<file path="src/rtl/coder_pkg.sv">
// Shared types and helpers for the encoded-request strobe decoder.
package coder_pkg;

   typedef logic [1:0] code_t;

   localparam code_t CODE_A1 = 2'b00;
   localparam code_t CODE_A2 = 2'b01;
   localparam code_t CODE_A3 = 2'b10;
   localparam code_t CODE_A4 = 2'b11;

   typedef enum logic [1:0] {IDLE, HOLD, GAP} dec_state_t;

   // Result bit order is {a4,a3,a2,a1}.
   function automatic logic [3:0] code_to_onehot(input code_t code);
      logic [3:0] oh;
      oh = 4'b0000;
      case (code)
         CODE_A1: oh = 4'b0001;
         CODE_A2: oh = 4'b0010;
         CODE_A3: oh = 4'b0100;
         default: oh = 4'b1000;
      endcase
      return oh;
   endfunction

endpackage

</file>
<file path="src/rtl/priority_decoder_if.sv">
// Code input handshake: {x,y} qualified by in_valid, throttled by in_ready.
interface priority_decoder_if;
   logic x;
   logic y;
   logic in_valid;
   logic in_ready;

   modport master (output x, output y, output in_valid, input in_ready);
   modport slave  (input x, input y, input in_valid, output in_ready);
endinterface

</file>
<file path="src/rtl/code_fifo.sv">
// Small synchronous FIFO of 2-bit codes; dout shows the head entry without a read cycle.
module code_fifo
   import coder_pkg::*;
#(
   parameter int DEPTH = 4,
   localparam int AW = $clog2(DEPTH)
) (
   input  logic        clk,
   input  logic        rst,
   input  logic        push,
   input  logic        pop,
   input  code_t       din,
   output code_t       dout,
   output logic [AW:0] count,
   output logic        full,
   output logic        empty
);

   localparam logic [AW:0] FULL_CNT = (AW + 1)'(DEPTH);

   code_t           mem [DEPTH];
   logic [AW-1:0]   wptr;
   logic [AW-1:0]   rptr;
   logic            push_ok;
   logic            pop_ok;

   assign full    = (count == FULL_CNT);
   assign empty   = (count == '0);
   assign push_ok = push & ~full;
   assign pop_ok  = pop & ~empty;
   assign dout    = mem[rptr];

   // Storage is not reset; resetting the pointers is enough to discard its contents.
   always_ff @(posedge clk) begin
      if (push_ok) mem[wptr] <= din;
   end

   always_ff @(posedge clk or posedge rst) begin
      if (rst) begin
         wptr  <= '0;
         rptr  <= '0;
         count <= '0;
      end else begin
         if (push_ok) wptr <= wptr + 1'b1;
         if (pop_ok)  rptr <= rptr + 1'b1;
         case ({push_ok, pop_ok})
            2'b10:   count <= count + 1'b1;
            2'b01:   count <= count - 1'b1;
            default: count <= count;
         endcase
      end
   end

endmodule

</file>
<file path="src/rtl/priority_decoder.sv">
// Replays buffered 2-bit codes as one-hot strobes on a1..a4, each held
// HOLD_CYCLES cycles and followed by a single idle cycle.
module priority_decoder
   import coder_pkg::*;
#(
   parameter int HOLD_CYCLES = 4,
   parameter int FIFO_DEPTH  = 4
) (
   input  logic                         clk,
   input  logic                         rst,
   priority_decoder_if.slave            bus,
   output logic                         a1,
   output logic                         a2,
   output logic                         a3,
   output logic                         a4,
   output logic                         busy,
   output logic [$clog2(FIFO_DEPTH):0]  count
);

   localparam logic [7:0] HOLD_M1 = 8'(HOLD_CYCLES - 1);

   dec_state_t                   state;
   dec_state_t                   state_n;
   logic [7:0]                   hold_cnt;
   logic [7:0]                   hold_cnt_n;
   logic [3:0]                   onehot;
   logic [3:0]                   onehot_n;
   logic                         push;
   logic                         pop;
   logic                         full;
   logic                         empty;
   code_t                        head;
   logic [$clog2(FIFO_DEPTH):0]  count_n;

   assign bus.in_ready = ~full;
   assign push         = bus.in_valid & ~full;
   assign {a4, a3, a2, a1} = onehot;

   code_fifo #(.DEPTH(FIFO_DEPTH)) u_fifo (
      .clk   (clk),
      .rst   (rst),
      .push  (push),
      .pop   (pop),
      .din   ({bus.x, bus.y}),
      .dout  (head),
      .count (count),
      .full  (full),
      .empty (empty)
   );

   always_comb begin
      state_n    = state;
      hold_cnt_n = hold_cnt;
      onehot_n   = onehot;
      pop        = 1'b0;
      case (state)
         // GAP shares the pop path with IDLE so back-to-back codes skip IDLE.
         IDLE, GAP: begin
            onehot_n = 4'b0000;
            if (!empty) begin
               pop        = 1'b1;
               onehot_n   = code_to_onehot(head);
               hold_cnt_n = HOLD_M1;
               state_n    = HOLD;
            end else begin
               state_n = IDLE;
            end
         end
         HOLD: begin
            if (hold_cnt == 8'd0) begin
               onehot_n = 4'b0000;
               state_n  = GAP;
            end else begin
               hold_cnt_n = hold_cnt - 8'd1;
            end
         end
         default: begin
            onehot_n = 4'b0000;
            state_n  = IDLE;
         end
      endcase
   end

   // Next occupancy, so busy is registered in step with state and count.
   always_comb begin
      count_n = count;
      case ({push, pop})
         2'b10:   count_n = count + 1'b1;
         2'b01:   count_n = count - 1'b1;
         default: count_n = count;
      endcase
   end

   always_ff @(posedge clk or posedge rst) begin
      if (rst) begin
         state    <= IDLE;
         hold_cnt <= 8'd0;
         onehot   <= 4'b0000;
         busy     <= 1'b0;
      end else begin
         state    <= state_n;
         hold_cnt <= hold_cnt_n;
         onehot   <= onehot_n;
         busy     <= (state_n != IDLE) || (count_n != '0);
      end
   end

endmodule

</file>
<file path="src/flat_wrapper.sv">
// flat-port wrapper written by rule: the top's interface ports become plain ports
module priority_decoder_flat import coder_pkg::*;
#(
   parameter int HOLD_CYCLES = 4,
   parameter int FIFO_DEPTH  = 4
)
  (clk, rst, a1, a2, a3, a4, busy, count, bus_x, bus_y, bus_in_valid, bus_in_ready);
  priority_decoder_if bus_i ();
  input  logic clk;
  input  logic rst;
  output logic a1;
  output logic a2;
  output logic a3;
  output logic a4;
  output logic busy;
  output logic [$clog2(FIFO_DEPTH):0] count;
  input wire logic [$bits(bus_i.x)-1:0] bus_x;
  input wire logic [$bits(bus_i.y)-1:0] bus_y;
  input wire logic [$bits(bus_i.in_valid)-1:0] bus_in_valid;
  output wire logic [$bits(bus_i.in_ready)-1:0] bus_in_ready;
  assign bus_i.x = bus_x;
  assign bus_i.y = bus_y;
  assign bus_i.in_valid = bus_in_valid;
  assign bus_in_ready = bus_i.in_ready;
  priority_decoder #(.HOLD_CYCLES(HOLD_CYCLES), .FIFO_DEPTH(FIFO_DEPTH)) u_core (.clk(clk), .rst(rst), .bus(bus_i), .a1(a1), .a2(a2), .a3(a3), .a4(a4), .busy(busy), .count(count));
endmodule
</file>
<file path="config.mk">
export PLATFORM = sky130hd
export DESIGN_NAME = priority_decoder_flat
export DESIGN_NICKNAME = d
export VERILOG_FILES = /design/src/rtl/coder_pkg.sv /design/src/rtl/priority_decoder_if.sv /design/src/rtl/code_fifo.sv /design/src/rtl/priority_decoder.sv /design/src/flat_wrapper.sv
export SDC_FILE = /design/constraint.sdc
export NUM_CORES = 1
export LEC_CHECK = 0
export CORE_UTILIZATION = 50
export CTS_CLUSTER_SIZE = 25
export DETAILED_ROUTE_END_ITERATION = 12
export PLACE_DENSITY = 0.82
export RECOVER_POWER = 25
export SLEW_MARGIN = 40
export SYNTH_ARGS = -nofsm -noshare
export SYNTH_HDL_FRONTEND = slang
export SYNTH_SLANG_ARGS = --single-unit
</file>
<file path="constraint.sdc">
create_clock -name clk -period 3.4 [get_ports clk]
set_clock_uncertainty 0.1 [all_clocks]
set_input_delay 0.34 -clock clk [delete_from_list [all_inputs] [get_ports clk]]
set_output_delay 0.34 -clock clk [all_outputs]
set_load 0.01 [all_outputs]
</file>
# Yosys cells after proc, flatten, opt, wreduce, memory -nomap -nowiden
# Memory sizes are Yosys's and may differ from the RTL's.
# Index checks and enable logic that the tools add are counted.
dict set report word_totals {
  regBits 22
  ram_bits 8
  input_bits 5
  out_inout_bits 9
  memories 1
}
# name words width read_ports rd_ports_with_merged_regs wr line
set memory_table {}
lappend memory_table {u_core.u_fifo.mem 4 2 1 0 1 code_fifo.sv:21} ;# code_t mem [DEPTH];
dict set report op_classes {
  add_sub_neg 5
  eq_ne 12
  muxes 16
  n_bitwise 5
  n_reduce_logical 11
}
# cell n
set op_table {}
lappend op_table {{$mux 8} 2}
lappend op_table {{$pmux 8 s2} 1}
lappend op_table {{$pmux 3 s2} 2}
lappend op_table {{$pmux 4 s3} 1}
lappend op_table {{$eq 2x1->1 const B} 4}
lappend op_table {{$eq 2x2->1 const B} 4}
lappend op_table {{$logic_not 8->1} 1}
lappend op_table {{$mux 4} 2}
lappend op_table {{$pmux 4 s2} 1}
lappend op_table {{$sub 8x1->8 const B} 1}
lappend op_table {{$reduce_bool 2->1} 3}
lappend op_table {{$mux 1} 5}
lappend op_table {{$add 2x1->2 const B} 2}
lappend op_table {{$logic_not 2->1} 2}
lappend op_table {{$ne 2x2->1 const B} 2}
lappend op_table {{$pmux 2 s2} 1}
lappend op_table {{$add 3x1->3 const B} 1}
lappend op_table {{$and 1x1->1} 3}
lappend op_table {{$eq 3x3->1 const B} 1}
lappend op_table {{$logic_not 3->1} 1}
lappend op_table {{$reduce_and 3->1} 1}
lappend op_table {{$reduce_bool 3->1} 1}
lappend op_table {{$sub 3x1->3 const B} 1}
lappend op_table {{$mux 2} 1}
lappend op_table {{other kinds (4)} 5}

# Depth between registers and ports, before layout
dict set report depth {
  depth_word 7
  depth_mapped 11
  ltp_nobuf 10
}

# Hierarchy
# A second synthesis with hierarchy kept.
dict set report unflattened {
  hier_cells 133
  hier_area_um2 1570.3
}
# module n_inst cells_each area_per_inst_um2
set by_module_without_submodules {}
lappend by_module_without_submodules {priority_decoder 1 85 840.8}
lappend by_module_without_submodules {code_fifo 1 48 729.4}

# Worst setup path after synthesis
# OpenSTA, ideal clock, no wires.
dict set report synth_path {
  path_type {register -> register}
  from {register u_core.u_fifo.count[0]}
  to {register u_core.busy}
  setup_ns 0.136
  t_arrival_ns 2.023
  path_slack_ns 1.141
  path_stages_with_launch 12
  period_less_slack_ns 2.259
  cell_sequence {dfrtp_1 > inv_1 > ha_1 > nand2_1 > and2_1 > clkbuf_1 > inv_1 > ha_1 > nor2_1 > nor2_1 > a2111oi_0 > o211ai_1}
}
dict set report synth_via {
  elab_chain_len 7
}
# item line
set synth_lines {}
lappend synth_lines {{from (decl)} code_fifo.sv:14} ;# output logic [AW:0] count,
lappend synth_lines {{from (signal assigned)} code_fifo.sv:47} ;# 2'b10: count <= count + 1'b1;
lappend synth_lines {{from (signal assigned)} code_fifo.sv:48} ;# 2'b01: count <= count - 1'b1;
lappend synth_lines {{from (signal assigned)} code_fifo.sv:49} ;# default: count <= count;
lappend synth_lines {{$eq 3x3->1 (*)} code_fifo.sv:27} ;# assign full = (count == FULL_CNT);
lappend synth_lines {{$not 1->1 (*)} n/a}
lappend synth_lines {{via bus_in_ready} flat_wrapper.sv:20} ;# output wire logic [$bits(bus_i.in_ready)-1:0] bus_in_ready;
lappend synth_lines {{$and 1x1->1 (*)} priority_decoder.sv:36} ;# assign push = bus.in_valid & ~full;
lappend synth_lines {{$eq 2x1->1 or $eq 2x2->1 (tied branches)} priority_decoder.sv:87} ;# case ({push, pop})
lappend synth_lines {{$pmux 3 s2 (*)} priority_decoder.sv:87}
lappend synth_lines {{$reduce_bool 3->1 (*)} priority_decoder.sv:104} ;# busy <= (state_n != IDLE) || (count_n != '0);
lappend synth_lines {{$logic_or 1x1->1 (*)} priority_decoder.sv:104}
lappend synth_lines {{to (signal assigned)} priority_decoder.sv:104}
lappend synth_lines {{to (decl)} priority_decoder.sv:16} ;# output logic busy,
# Mark *: on every way through the listed nets, which the timed path passes. The rest lies on a longest branch.
# A chain may end at the register's enable or synchronous reset.

# Worst setup path in the final report
dict set report layout_path {
  from {register u_core.u_fifo.count[0]}
  to {register u_core.busy}
}
dict set report layout_via {
  elab_chain_len 7
}
# item line
set layout_lines {}
lappend layout_lines {{$logic_not 3->1 or $eq 3x3->1 (tied branches)} {code_fifo.sv:28, code_fifo.sv:27}}
lappend layout_lines {{$mux 1 or $not 1->1 (tied branches)} {priority_decoder.sv:60, priority_decoder.sv:36}}
lappend layout_lines {{$mux 1 or $and 1x1->1 (tied branches)} {priority_decoder.sv:56, priority_decoder.sv:36}}
lappend layout_lines {{$eq 2x1->1 or $eq 2x2->1 (tied branches)} priority_decoder.sv:87}
lappend layout_lines {{$pmux 3 s2} priority_decoder.sv:87}
lappend layout_lines {{$reduce_bool 3->1} priority_decoder.sv:104}
lappend layout_lines {{$logic_or 1x1->1 (*)} priority_decoder.sv:104}
# Mark *: on every way between the ends. The rest lies on a longest branch, timed or not.

==> reports/qor.json <==
{
  "timing": {
    "final.min_clock_period_ps": 2390,
    "worstMarginPinSlew_ps": 820,
    "final-max-slew-violation-count": 0,
    "timing.setup.tns_ps": 0,
    "period_share_pct": 70.4,
    "rsz0062_at_grt": "false",
    "final_hold_viol_count": 0,
    "slew_headroom_pct": 45.2,
    "max_freq_mhz": 418,
    "finalSetupViolCount": 0,
    "hold_ws_ps": 403
  },
  "synthesis": {
    "async_flop_share_pct": 73.3,
    "synth_cell_type_count": 35,
    "count_of_synthesis_stage_warnings_from_yosys": 0,
    "netlist_top_cells_area": "sky130_fd_sc_hd__dfrtp_1, sky130_fd_sc_hd__edfxtp_1, sky130_fd_sc_hd__ha_1, sky130_fd_sc_hd__xnor2_1, sky130_fd_sc_hd__nand2_1",
    "synth_area_leader_cell": "sky130_fd_sc_hd__dfrtp_1",
    "dominantRegCellSynth": "sky130_fd_sc_hd__dfrtp_1",
    "cell_with_the_most_instances_after_synthesis": "sky130_fd_sc_hd__dfrtp_1",
    "yosys_reg_bits": 30,
    "synth.top_cells.by_count": "sky130_fd_sc_hd__dfrtp_1, sky130_fd_sc_hd__nand2_1, sky130_fd_sc_hd__ha_1",
    "netlist_area_sq_um": 1540,
    "syn-instance-count": 130,
    "fraction_of_post_synthesis_cell_area_in_the_top_cell_type_by_area_pct": 35.7,
    "synth_enable_flop_cells": 8,
    "seq_area_frac_synth_pct": 51.3,
    "postSynthAreaPerCell_sq_um": 11.9,
    "synth_fp_nets": 147
  },
  "global_routing": {
    "global_route.overflow_total": 0,
    "grt_pass1_vias": 941,
    "gr-usage-all-layers_pct": 17.9,
    "largest_net_degree_at_the_start_of_global_routing": 23,
    "antenna_found_initial": 0,
    "wire_length_of_the_first_global_routing_pass_mm": 4.26
  },
  "min_path": {
    "timing.hold.worst.start": "u_core.onehot[3]",
    "min_delay_path_depth": 1,
    "hold-path-endpoint": "u_core.onehot[3]",
    "min-delay-path-class": "reg2reg"
  },
  "clocking": {
    "cts_resized": 0,
    "cts.hold.buffers_added": 0,
    "clk_transition_reported_paths_ps": 90,
    "post_cts.repair.setup_buffers": 0,
    "cts_tree": "yes",
    "clock_tree.root_cell": "sky130_fd_sc_hd__clkbuf_4",
    "max-clock-path-buffers": 2,
    "h-tree-depth": 2,
    "clock-sinks": 30,
    "clock_latency_ps": 330,
    "cts_buffers": 5
  },
  "route": {
    "wl_per_cell_um": 14.5,
    "wl_met3_um": 138,
    "route.antenna.remaining_nets": 0,
    "top_layer": "met4",
    "drt_first_iter_violations": 19,
    "post-route-drc-count": 1,
    "first_pass_iters": 8,
    "detail_route.vias_per_cell": 5.54,
    "detail_route.wirelength.met1_mm": 1.19,
    "drt-total-wl_mm": 2.59,
    "met2_wire_length_mm": 1.21,
    "vias": 992
  },
  "placement": {
    "gp_routability_congestion": 0.787,
    "detailed_place.area_sq_um": 1690,
    "detailedPlacementHpwl_mm": 1.91,
    "port-buffer-count": 13
  },
  "finish": {
    "antennaDiodeCount": 0,
    "fillerInstances": 232,
    "area_growth_syn_to_fin_pct": 13.0,
    "final_util_pct": 61.6,
    "final_design_area_no_fill_sq_um": 1740,
    "design.final.nets": 164,
    "share_of_cells_above_drive_strength_1_pct": 11.5
  },
  "die": {
    "i_o_pins": 14,
    "fp.dieArea_sq_um": 3310,
    "core-area_sq_um": 2830,
    "die-width_um": 57.5,
    "die_h_um": 57.5,
    "initial_core_utilization_pct": 54.5,
    "placement_rows": 19
  },
  "setup_path": {
    "worst-r2r-setup-slack_ps": 1010,
    "worst-endpoint-arrival_ps": 2490,
    "worst_r2r_path_depth": 10,
    "worstSetupStartpointType": "flip-flop",
    "worstPathBufferInverterCount": 2,
    "required_ps": 3500,
    "critical-path-max-stage-delay_ps": 470,
    "timing.critical_path.fanout_max": 6,
    "endpoint_kind": "flip-flop",
    "worst_setup_path_category": "reg2reg",
    "timing.critical_path.slowest_stage_cell": "sky130_fd_sc_hd__dfrtp_1",
    "cp_top_family": "simple AND/OR/NAND/NOR gates",
    "crit_chain": "inv_1, ha_1, nand2_1, and2_1, inv_1, ha_1, nor2_1, nor2_1, a2111oi_0, o211ai_1",
    "worstReg2RegStart": "u_core.u_fifo.count[0]",
    "end_of_the_worst_register_to_register_path": "u_core.busy"
  },
  "power": {
    "p_leak_nw": 0.787,
    "irDropWorstVdd_mv": 0.496,
    "cellPowerDensity_nw_per_um2": 898
  },
  "outcome": {
    "status": "finished with violations",
    "failed_checks": "design-rule violations"
  },
  "flow_run": {
    "drv.max_cap_violation_count": 0
  }
}
## metal layers
metal / GRT usage, % / vias up
li1: - / 480
met1: 22.1 / 477
met2: 27.1 / 28
met3: 7.26 / 7
met4: 9.06 / 0
met5: 0 / -
## through the flow
stage                     setup slack, ps  power (mW)  cells
after global placement               1260        1.34    171
after detailed placement             1020        1.37    171
after global routing                  787        1.68    179
final                                1010        1.56    179
after CTS                             996        1.58    179
after floorplan                      1140        1.17    130
## worst max-delay path by stage
stage                           startpoint          end  depth (start not counted)
floorplan           u_core.u_fifo.count[0]  u_core.busy                         11
detailed placement  u_core.u_fifo.count[0]  u_core.busy                         10
global placement              bus_in_valid  u_core.busy                          8
global route        u_core.u_fifo.count[0]  u_core.busy                         10
CTS                 u_core.u_fifo.count[0]  u_core.busy                         10
finish              u_core.u_fifo.count[0]  u_core.busy                         10
## state kept, by name (all words and copies together) (netlist names)
name / cells
u_core.busy: 1
u_core.hold_cnt: 8
u_core.onehot: 4
u_core.state: 2
u_core.u_fifo.count: 3
u_core.u_fifo.mem: 8
u_core.u_fifo.rptr: 2
u_core.u_fifo.wptr: 2
## worst register-to-register path: cells and delay by family (launching register included)
| kind | cells | cell delay [ps] |
|---|---|---|
| buffers and inverters | 2 | 200 |
| adders and majority gates | 2 | 430 |
| DFF | 1 | 470 |
| AOI/OAI and AO/OA | 2 | 540 |
| and+or+nand+nor | 4 | 540 |
## cells in the final DEF, fill, tap and decap left out, types with 2 or more instances in the layout
cell	n
sky130_fd_sc_hd__clkdlybuf4s50_1	10
sky130_fd_sc_hd__nor2_1	10
sky130_fd_sc_hd__and3_1	4
sky130_fd_sc_hd__clkbuf_4	5
sky130_fd_sc_hd__ha_1	12
sky130_fd_sc_hd__mux2i_1	5
sky130_fd_sc_hd__nor4b_2	2
sky130_fd_sc_hd__nand2_1	14
sky130_fd_sc_hd__o31ai_1	2
sky130_fd_sc_hd__a21oi_1	3
sky130_fd_sc_hd__nor3_1	2
sky130_fd_sc_hd__a32o_1	2
sky130_fd_sc_hd__dfrtp_1	22
sky130_fd_sc_hd__inv_1	11
sky130_fd_sc_hd__edfxtp_1	8
sky130_fd_sc_hd__a21oi_2	2
sky130_fd_sc_hd__dlygate4sd3_1	3
sky130_fd_sc_hd__mux4_2	2
sky130_fd_sc_hd__o21ai_0	2
sky130_fd_sc_hd__xnor2_1	8
## report_power, final
group / switching, mW / internal, mW
logic: 0.382 / 0.358
registers: 0.126 / 0.499
clock network: 0.120 / 0.0775
## layout make-up
class	instances	area (sq um)	area share, %
tap	31	38.8	2.23
inverter	12	45.0	2.59
timing repair buffer	13	130	7.47
clock buffer	6	41.3	2.37
multi-input combinational	85	687	39.4
sequential	30	791	45.4
clock inverter	2	8.76	0.503
## logic make-up after synthesis
logic type      count (synthesis)  share of synthesized area [%]
compound gates                 15                           7.06
flops                          30                           51.3
mux                             7                           6.17
simple gates                   42                           16.5
fa+ha+maj                      12                           9.74
xor+xnor                        9                           5.11
buf+inv                        15                           4.14
Note: power is estimated with default switching activity, not from simulation.
